## config.mk

```make
export PLATFORM = sky130hd
export DESIGN_NAME = rr_wormhole_arbiter
export DESIGN_NICKNAME = d
export VERILOG_FILES = /design/src/rtl/rr_wormhole_arbiter.sv
export SDC_FILE = /design/constraint.sdc
export NUM_CORES = 1
export LEC_CHECK = 0
export BUFFER_PORTS_ARGS = -buffer_cell sky130_fd_sc_hd__buf_4
export CORE_UTILIZATION = 52
export CTS_CLUSTER_DIAMETER = 30
export DETAILED_ROUTE_END_ITERATION = 10
export PLACE_DENSITY = 0.79
export SYNTH_ARGS = -nofsm -noshare
export SYNTH_HDL_FRONTEND = slang
export SYNTH_SLANG_ARGS = --single-unit
```

## constraint.sdc

```tcl
create_clock -name clk -period 2.7 [get_ports clk]
set_input_delay 0.54 -clock clk [delete_from_list [all_inputs] [get_ports clk]]
set_output_delay 0.54 -clock clk [all_outputs]
set_load 0.01 [all_outputs]
```

## src/rtl/rr_wormhole_arbiter.sv

```systemverilog
// Round-robin wormhole arbiter for one router output port: zero-cycle combinational grant, lock held head-to-tail.
// Backpressure: buffer_full_in blocks every transfer; an IDLE arbiter commits to no winner while full.
module rr_wormhole_arbiter #(
    parameter int N       = 3,
    parameter int STALL_W = 8
) (
    input  logic                 clk,
    input  logic                 rst,
    input  logic [N-1:0]         request,
    input  logic [N-1:0]         tail_i,
    input  logic                 buffer_full_in,
    output logic [N-1:0]         grant,
    output logic [$clog2(N)-1:0] grant_idx_o,
    output logic                 grant_v_o,
    output logic                 locked_o,
    output logic [STALL_W-1:0]   stall_cnt_o
);
    localparam int IDX_W = $clog2(N);
    localparam logic [IDX_W:0] N_EXT = (IDX_W+1)'(N);
    localparam logic [IDX_W-1:0] LAST_IDX = IDX_W'(N-1);

    typedef enum logic [1:0] {
        IDLE   = 2'd0,
        LOCKED = 2'd1
    } state_t;

    state_t             state_q, state_d;
    logic [IDX_W-1:0]   ptr_q, ptr_d;
    logic [IDX_W-1:0]   owner_q, owner_d;
    logic [STALL_W-1:0] stall_q, stall_d;
    logic [IDX_W-1:0]   win_idx;
    logic               win_found;
    logic [IDX_W:0]     cand;
    logic               pending;

    function automatic logic [IDX_W-1:0] next_idx(input logic [IDX_W-1:0] i);
        return (i == LAST_IDX) ? '0 : i + 1'b1;
    endfunction

    // First requester at or after ptr, wrapping modulo N.
    always_comb begin
        win_found = 1'b0;
        win_idx   = '0;
        cand      = '0;
        for (int k = 0; k < N; k++) begin
            cand = {1'b0, ptr_q} + (IDX_W+1)'(k);
            if (cand >= N_EXT) begin
                cand = cand - N_EXT;
            end
            if (!win_found && request[cand[IDX_W-1:0]]) begin
                win_found = 1'b1;
                win_idx   = cand[IDX_W-1:0];
            end
        end
    end

    always_comb begin
        grant       = '0;
        grant_idx_o = '0;
        grant_v_o   = 1'b0;
        pending     = 1'b0;
        case (state_q)
            IDLE: begin
                pending = win_found;
                if (win_found && !buffer_full_in) begin
                    grant[win_idx] = 1'b1;
                    grant_idx_o    = win_idx;
                    grant_v_o      = 1'b1;
                end
            end
            LOCKED: begin
                grant[owner_q] = 1'b1;
                grant_idx_o    = owner_q;
                grant_v_o      = request[owner_q] & ~buffer_full_in;
                pending        = request[owner_q];
            end
            default: begin
                pending = 1'b0;
            end
        endcase
    end

    always_comb begin
        state_d = state_q;
        ptr_d   = ptr_q;
        owner_d = owner_q;
        case (state_q)
            IDLE: begin
                if (grant_v_o) begin
                    if (tail_i[win_idx]) begin
                        ptr_d = next_idx(win_idx);
                    end else begin
                        state_d = LOCKED;
                        owner_d = win_idx;
                    end
                end
            end
            LOCKED: begin
                if (grant_v_o && tail_i[owner_q]) begin
                    state_d = IDLE;
                    ptr_d   = next_idx(owner_q);
                end
            end
            default: begin
                state_d = IDLE;
            end
        endcase
    end

    // A transfer implies !buffer_full_in, so it clears the counter through the same path.
    always_comb begin
        stall_d = '0;
        if (buffer_full_in && pending) begin
            stall_d = (&stall_q) ? stall_q : stall_q + 1'b1;
        end
    end

    always_ff @(posedge clk or posedge rst) begin
        if (rst) begin
            state_q <= IDLE;
            ptr_q   <= '0;
            owner_q <= '0;
            stall_q <= '0;
        end else begin
            state_q <= state_d;
            ptr_q   <= ptr_d;
            owner_q <= owner_d;
            stall_q <= stall_d;
        end
    end

    assign locked_o    = (state_q == LOCKED);
    assign stall_cnt_o = stall_q;

    always_ff @(posedge clk) begin
        if (!rst) begin
            assert ($onehot0(grant));
            assert (!grant_v_o || (request[grant_idx_o] && !buffer_full_in));
            assert (int'(owner_q) < N);
            assert (state_q != LOCKED || grant == (N'(1) << owner_q));
            assert (state_q != LOCKED || owner_d == owner_q);
        end
    end

endmodule

```

# Word level (Yosys, flattened, before mapping)
# Index checks and enable logic that the tools add are counted.
# classes
n_addsub,8
order_cmp,10
n_eq_ne,8
n_mux,44
bitwise_logic,3
n_reduce_logical,16
# ops
op,count
2-bit 2-to-1 mux,15
8-bit 2-to-1 mux,2
2-bit by 3-bit < comparator with 1-bit output (second input constant),5
1-bit binary-select mux with 2-bit select,6
1-bit 2-to-1 mux,12
2-bit one-hot mux with 2 select lines,3
8-bit by 1-bit adder with 8-bit output (second input constant),1
2-bit != test (second input constant),4
8-bit AND reduction,1
1-bit logical AND,7
3-bit by 2-bit greater-or-equal comparator with 1-bit output (second input constant),2
3-bit one-hot mux with 2 select lines,1
3-bit AND reduction,2
2-bit subtractor (second input constant),3
2-bit by 1-bit adder with 2-bit output (second input constant),2
1-bit demux with 2-bit select,2
2-bit == test (second input constant),2
2-bit by 1-bit greater-or-equal comparator with 1-bit output (second input constant),2
1-bit one-hot mux with 2 select lines,2
4-bit AND reduction,1
2-bit by 1-bit adder with 3-bit output (second input constant),1
2-bit by 2-bit adder with 3-bit output (second input constant),1
1-bit zero test,3
3-bit 2-to-1 mux,1
other kinds (7),8
# totals
register_bits,14
in_bits,9
word_cells,93

# Depth between registers and ports, before layout
# depth
ltp_word,17
ltp_mapped,10

# Worst setup path before layout
# No wires, ideal clock.
# synth_timing
kind,register to output
start,register ptr_q[0]
end,output port grant[0]
arrival_time_ps,1898
path_slack_ps,262
path_stages_with_launch,8
n_path_buf,1
cell_sequence,dfrtp_1 > inv_1 > ha_1 > buf_6 > nor3b_1 > o311ai_2 > inv_1 > o21ai_0
# synth_via
elab_chain_len,17
elab_cells_between_ends,35
cone_classes,5 x add/sub; 5 x order compare; 19 x mux; 6 x reduce/logical
# synth_rtl
element,line,rtl
start: declaration,28,"logic [IDX_W-1:0] ptr_q, ptr_d;"
start signal: assignment,126,ptr_q <= ptr_d;
branches (longest 15 deep; another with 2-bit by 1-bit adder with 3-bit output),--,
3-bit 2-to-1 mux (*),65,if (win_found && !buffer_full_in) begin
3-bit one-hot mux with 2 select lines (*),62,case (state_q)
end: declaration,12,"output logic [N-1:0] grant,"
# Every way passes the cells marked *. The select of a mux whose other input is x is not followed.

# Final worst setup path
# layout_timing
start,register ptr_q[0]
end,output port grant[2]
# Same word-level chain as after synthesis.

==> results list <==
- In this run, the number of DRC markers left after iteration 0 of detailed routing was 22.
- Before CTS, the worst setup slack after placement is 0.06280 ns.
* Total number of placement rows: 15
- Unrepaired setup endpoints after global routing: yes
- In this run the clock root is driven by a sky130_fd_sc_hd__clkbuf_4.
* Top FF cell, synth: sky130_fd_sc_hd__dfrtp_1
- Number of warnings issued by yosys: 0
- # Max-Cap Violations: 0
* Area occupied by registers: 325.3 um^2
- Biggest fanout along the worst timing path: 9
- Top cell type's share of synthesized area: 0.3254
- Total congestion overflow: 0
- At the pin with the least slew margin, the transition time is 0.4737 ns.
- Dividing the detail-routed via count by the number of cells gives 5.725.
* Post-layout worst setup margin: 0.04148 ns
- After detailed routing, the average wire length per cell comes to 13.44 um.
* Final setup violation count: 0
- At the later pin of the worst-skew pair, clock insertion delay measures 0.28 ns.
- Cell area after placement: 1204 um^2
- The run finished with clean final reports.
* Post-synthesis share of cell area spent on xor and xnor gates: 0.03504
- CTS clock-pin slew for the worst setup and hold paths: 0.08 ns
* Hold Worst Slack: 0.2694 ns
- In the finished design, the share of the clock period the worst path needs comes to 0.9846.
* Area of the die: 2102 um^2
* Final worst clock skew: 0.007705 ns
* Standard cell with the maximum stage delay on the critical path: sky130_fd_sc_hd__dfrtp_1
- Signed area change from the synthesized netlist to the final layout: 29.16%
- For this design the static power due to leakage is 0.6206 nW.
* Number of clock buffers inserted by TritonCTS: 3
- Power spread over the standard cell area amounts to 941.1 nW/um^2.
- Routability-driven placement finished with a final weighted congestion of 0.9373.
- Yosys mapped a number of flops with a built-in enable equal to 0.
- In this run the worst setup path begins at ptr_q[0].
- Highest cell delay on the worst timing path: 0.39 ns
- Of the total synthesized cell area, the portion taken by AND, OR, NAND and NOR gates is 0.2128.
- Total iterations of the first detailed-routing run: 4
- Timing would allow up to 0.3761 GHz.
- Of the cells placed in the final design, the portion with a size suffix greater than 1 is 0.3288.
- Final layout net count: 160
* Worst EP arrival: 2.12 ns
- The startpoint identified for the worst register-to-register timing path is ptr_q[1].
- Syn nets: 129
- For this run, design rule violations remaining after detail routing come to 0.
* Number of port buffers: 23
* Post-DRT Antenna Nets: 0
- The worst setup path is captured at an output port.
- Yosys reg bits: 13
- Drt total wl: 2299 um
* Post-synthesis sequential area ratio: 0.3254
- Type of the most critical hold path: in -> async
- In this run the cell area of the synthesized design comes to 999.7 um^2.
* Overall power: 1.215 mW
- Entering global routing, the biggest net connects 14 pins.
- Number of instances in the synthesized netlist: 116
- The number of pins exceeding their max-slew limit in the final report was 0.
* Number of buffers on the longest clock path: 2
* VDD IR-drop max: 0.0005892 V
- Min Tclk post-route: 2.659 ns
- The critical path is of the reg -> out type.
- The first global-routing pass estimated 3622 um of wire.
- Die boundary width: 45.85 um
- Antenna violations before repair: 0
* Combinational family with the most area after synthesis: compound AO/OA/AOI/OAI gates
- Clock sink count: 13
* Vert. Die Dim: 45.85 um
- Number of H-tree levels: 1
* Cell chain of the critical path: inv_2 -> ha_4 -> a22o_1 -> a211o_1 -> a21o_2 -> and2_4 -> nand2_2 -> o22ai_1 -> buf_4
* Post-DP HPWL: 1728 um
- In this run the count of I/O pins placed on the die edge is 24.
* Hold Fails Final Rpt: 0
- TritonCTS clock tree: built
- Number of vias after detailed routing: 979
- Proportion of register bits with asynchronous set or reset after synthesis: 1.000
- Of the total synthesized cell area, the portion taken by full adders, half adders and majority gates is 0.05006.
- Fraction of synthesized area in multiplexers: 0.08010
- Worst relative slew slack: 0.6839
* Antenna diode count: 0
* Fin util: 0.7319
- Post-Syn Area per Cell: 8.618 um^2
* Gr usage total: 0.2432
* Via count of the first global-routing pass: 845
* Area of the core region: 1764 um^2
* Synth unique cells: 39
* Cts hold-fix bufs: 0
* Cell type with the largest total area after synthesis: sky130_fd_sc_hd__dfrtp_1
* Startpoint kind of the worst setup timing path: flop
* Largest cells by area after synthesis: sky130_fd_sc_hd__dfrtp_1 33%, sky130_fd_sc_hd__ha_1 5.0%, sky130_fd_sc_hd__mux2i_1 5.0%
* Compound-Gate Fraction of Synth Area: 0.2441
- Worst setup slack for register-to-register paths: 0.17 ns
* Worst path required time: 2.16 ns
* Design area: 1291 um^2
- Multi-input gate area: 653.1 um^2
* Initial cell density of the core: 0.5667
* Fill cell count: 146
## cell type report
| class | instances | share of cell area |
|---|---|---|
| Multi-Input combinational cell | 91 | 0.5058 |
| Sequential cell | 13 | 0.2519 |
| Timing Repair Buffer | 30 | 0.1744 |
| Tap cell | 25 | 0.02422 |
| Inverter | 8 | 0.02326 |
| Clock buffer | 4 | 0.02035 |
## per-stage QoR
step / setup TNS [ns] / instances
after CTS: 0 / 169
after floorplan: 0 / 116
after detailed placement: 0 / 163
final: 0 / 171
after global routing: -0.07512 / 171
after global placement: 0 / 163
## timing repair
action,CTS,global route
pin swaps,2,2
gates resized for setup,4,5
buffers inserted,2,2
setup endpoints to repair,6,5
## cell usage after synthesis, types with 4 or more instances
cell type and n:
sky130_fd_sc_hd__nand2_1 13, sky130_fd_sc_hd__nand3_1 4, sky130_fd_sc_hd__mux2i_1 5, sky130_fd_sc_hd__nor2_1 9
sky130_fd_sc_hd__inv_1 8, sky130_fd_sc_hd__o22ai_1 5, sky130_fd_sc_hd__o21ai_0 9, sky130_fd_sc_hd__ha_1 4
sky130_fd_sc_hd__dfrtp_1 13
## worst max-delay path, delay by kind of cell (launching register included)
kind	cells	cell delay (ns)
flip-flops	1	0.39
AO/OA/AOI/OAI	4	0.77
AND/OR/NAND/NOR	2	0.24
buffers and inverters	2	0.24
adder cells (fa/ha/maj)	1	0.23
## per-layer routing
metal / track usage / vias to the layer above / part of all wire
li1: - / 479 / -
met1: 0.3136 / 452 / 0.45
met2: 0.3634 / 36 / 0.47
met3: 0.09921 / 12 / 0.063
met4: 0.08824 / 0 / 0.022
met5: 0 / - / 0
## placed cells by master (no fill, tap or decap), types with 4 or more instances in the layout
cell type and instances:
sky130_fd_sc_hd__buf_4 30, sky130_fd_sc_hd__dfrtp_1 13, sky130_fd_sc_hd__nand2_1 11, sky130_fd_sc_hd__nor2_1 9, sky130_fd_sc_hd__o21ai_0 9, sky130_fd_sc_hd__inv_1 7
sky130_fd_sc_hd__mux2i_1 5, sky130_fd_sc_hd__nand3_1 4, sky130_fd_sc_hd__o22ai_1 4
## cells by family after synthesis
logic type / count (synthesis)
adder cells (fa/ha/maj): 4
flip-flops: 13
buffers and inverters: 12
AND/OR/NAND/NOR: 43
multiplexers: 7
AO/OA/AOI/OAI: 33
XOR/XNOR: 4
## registers in the layout (all words and copies together), names as in the netlist
signal / count
owner_q: 2
ptr_q: 2
stall_cnt_o: 8
state_q: 1
## power by group
group	leakage (nW)	internal [mW]	switching, mW	total [mW]
Sequential	0.172	0.241	0.0818	0.322
Clock	0.0150	0.0574	0.0610	0.118
Combinational	0.434	0.389	0.385	0.775
## worst paths after layout
kind | cells after the start | end
worst max register to register | 10 | ptr_q[0]
worst max-delay path | 9 | grant[2]
min in group clk | 2 | stall_cnt_o[1]
max in group asynchronous | 2 | ptr_q[1]
worst min-delay path | 2 | owner_q[0]
worst min register to register | 2 | stall_cnt_o[1]
No activity file was read; power rests on OpenSTA's default activity.
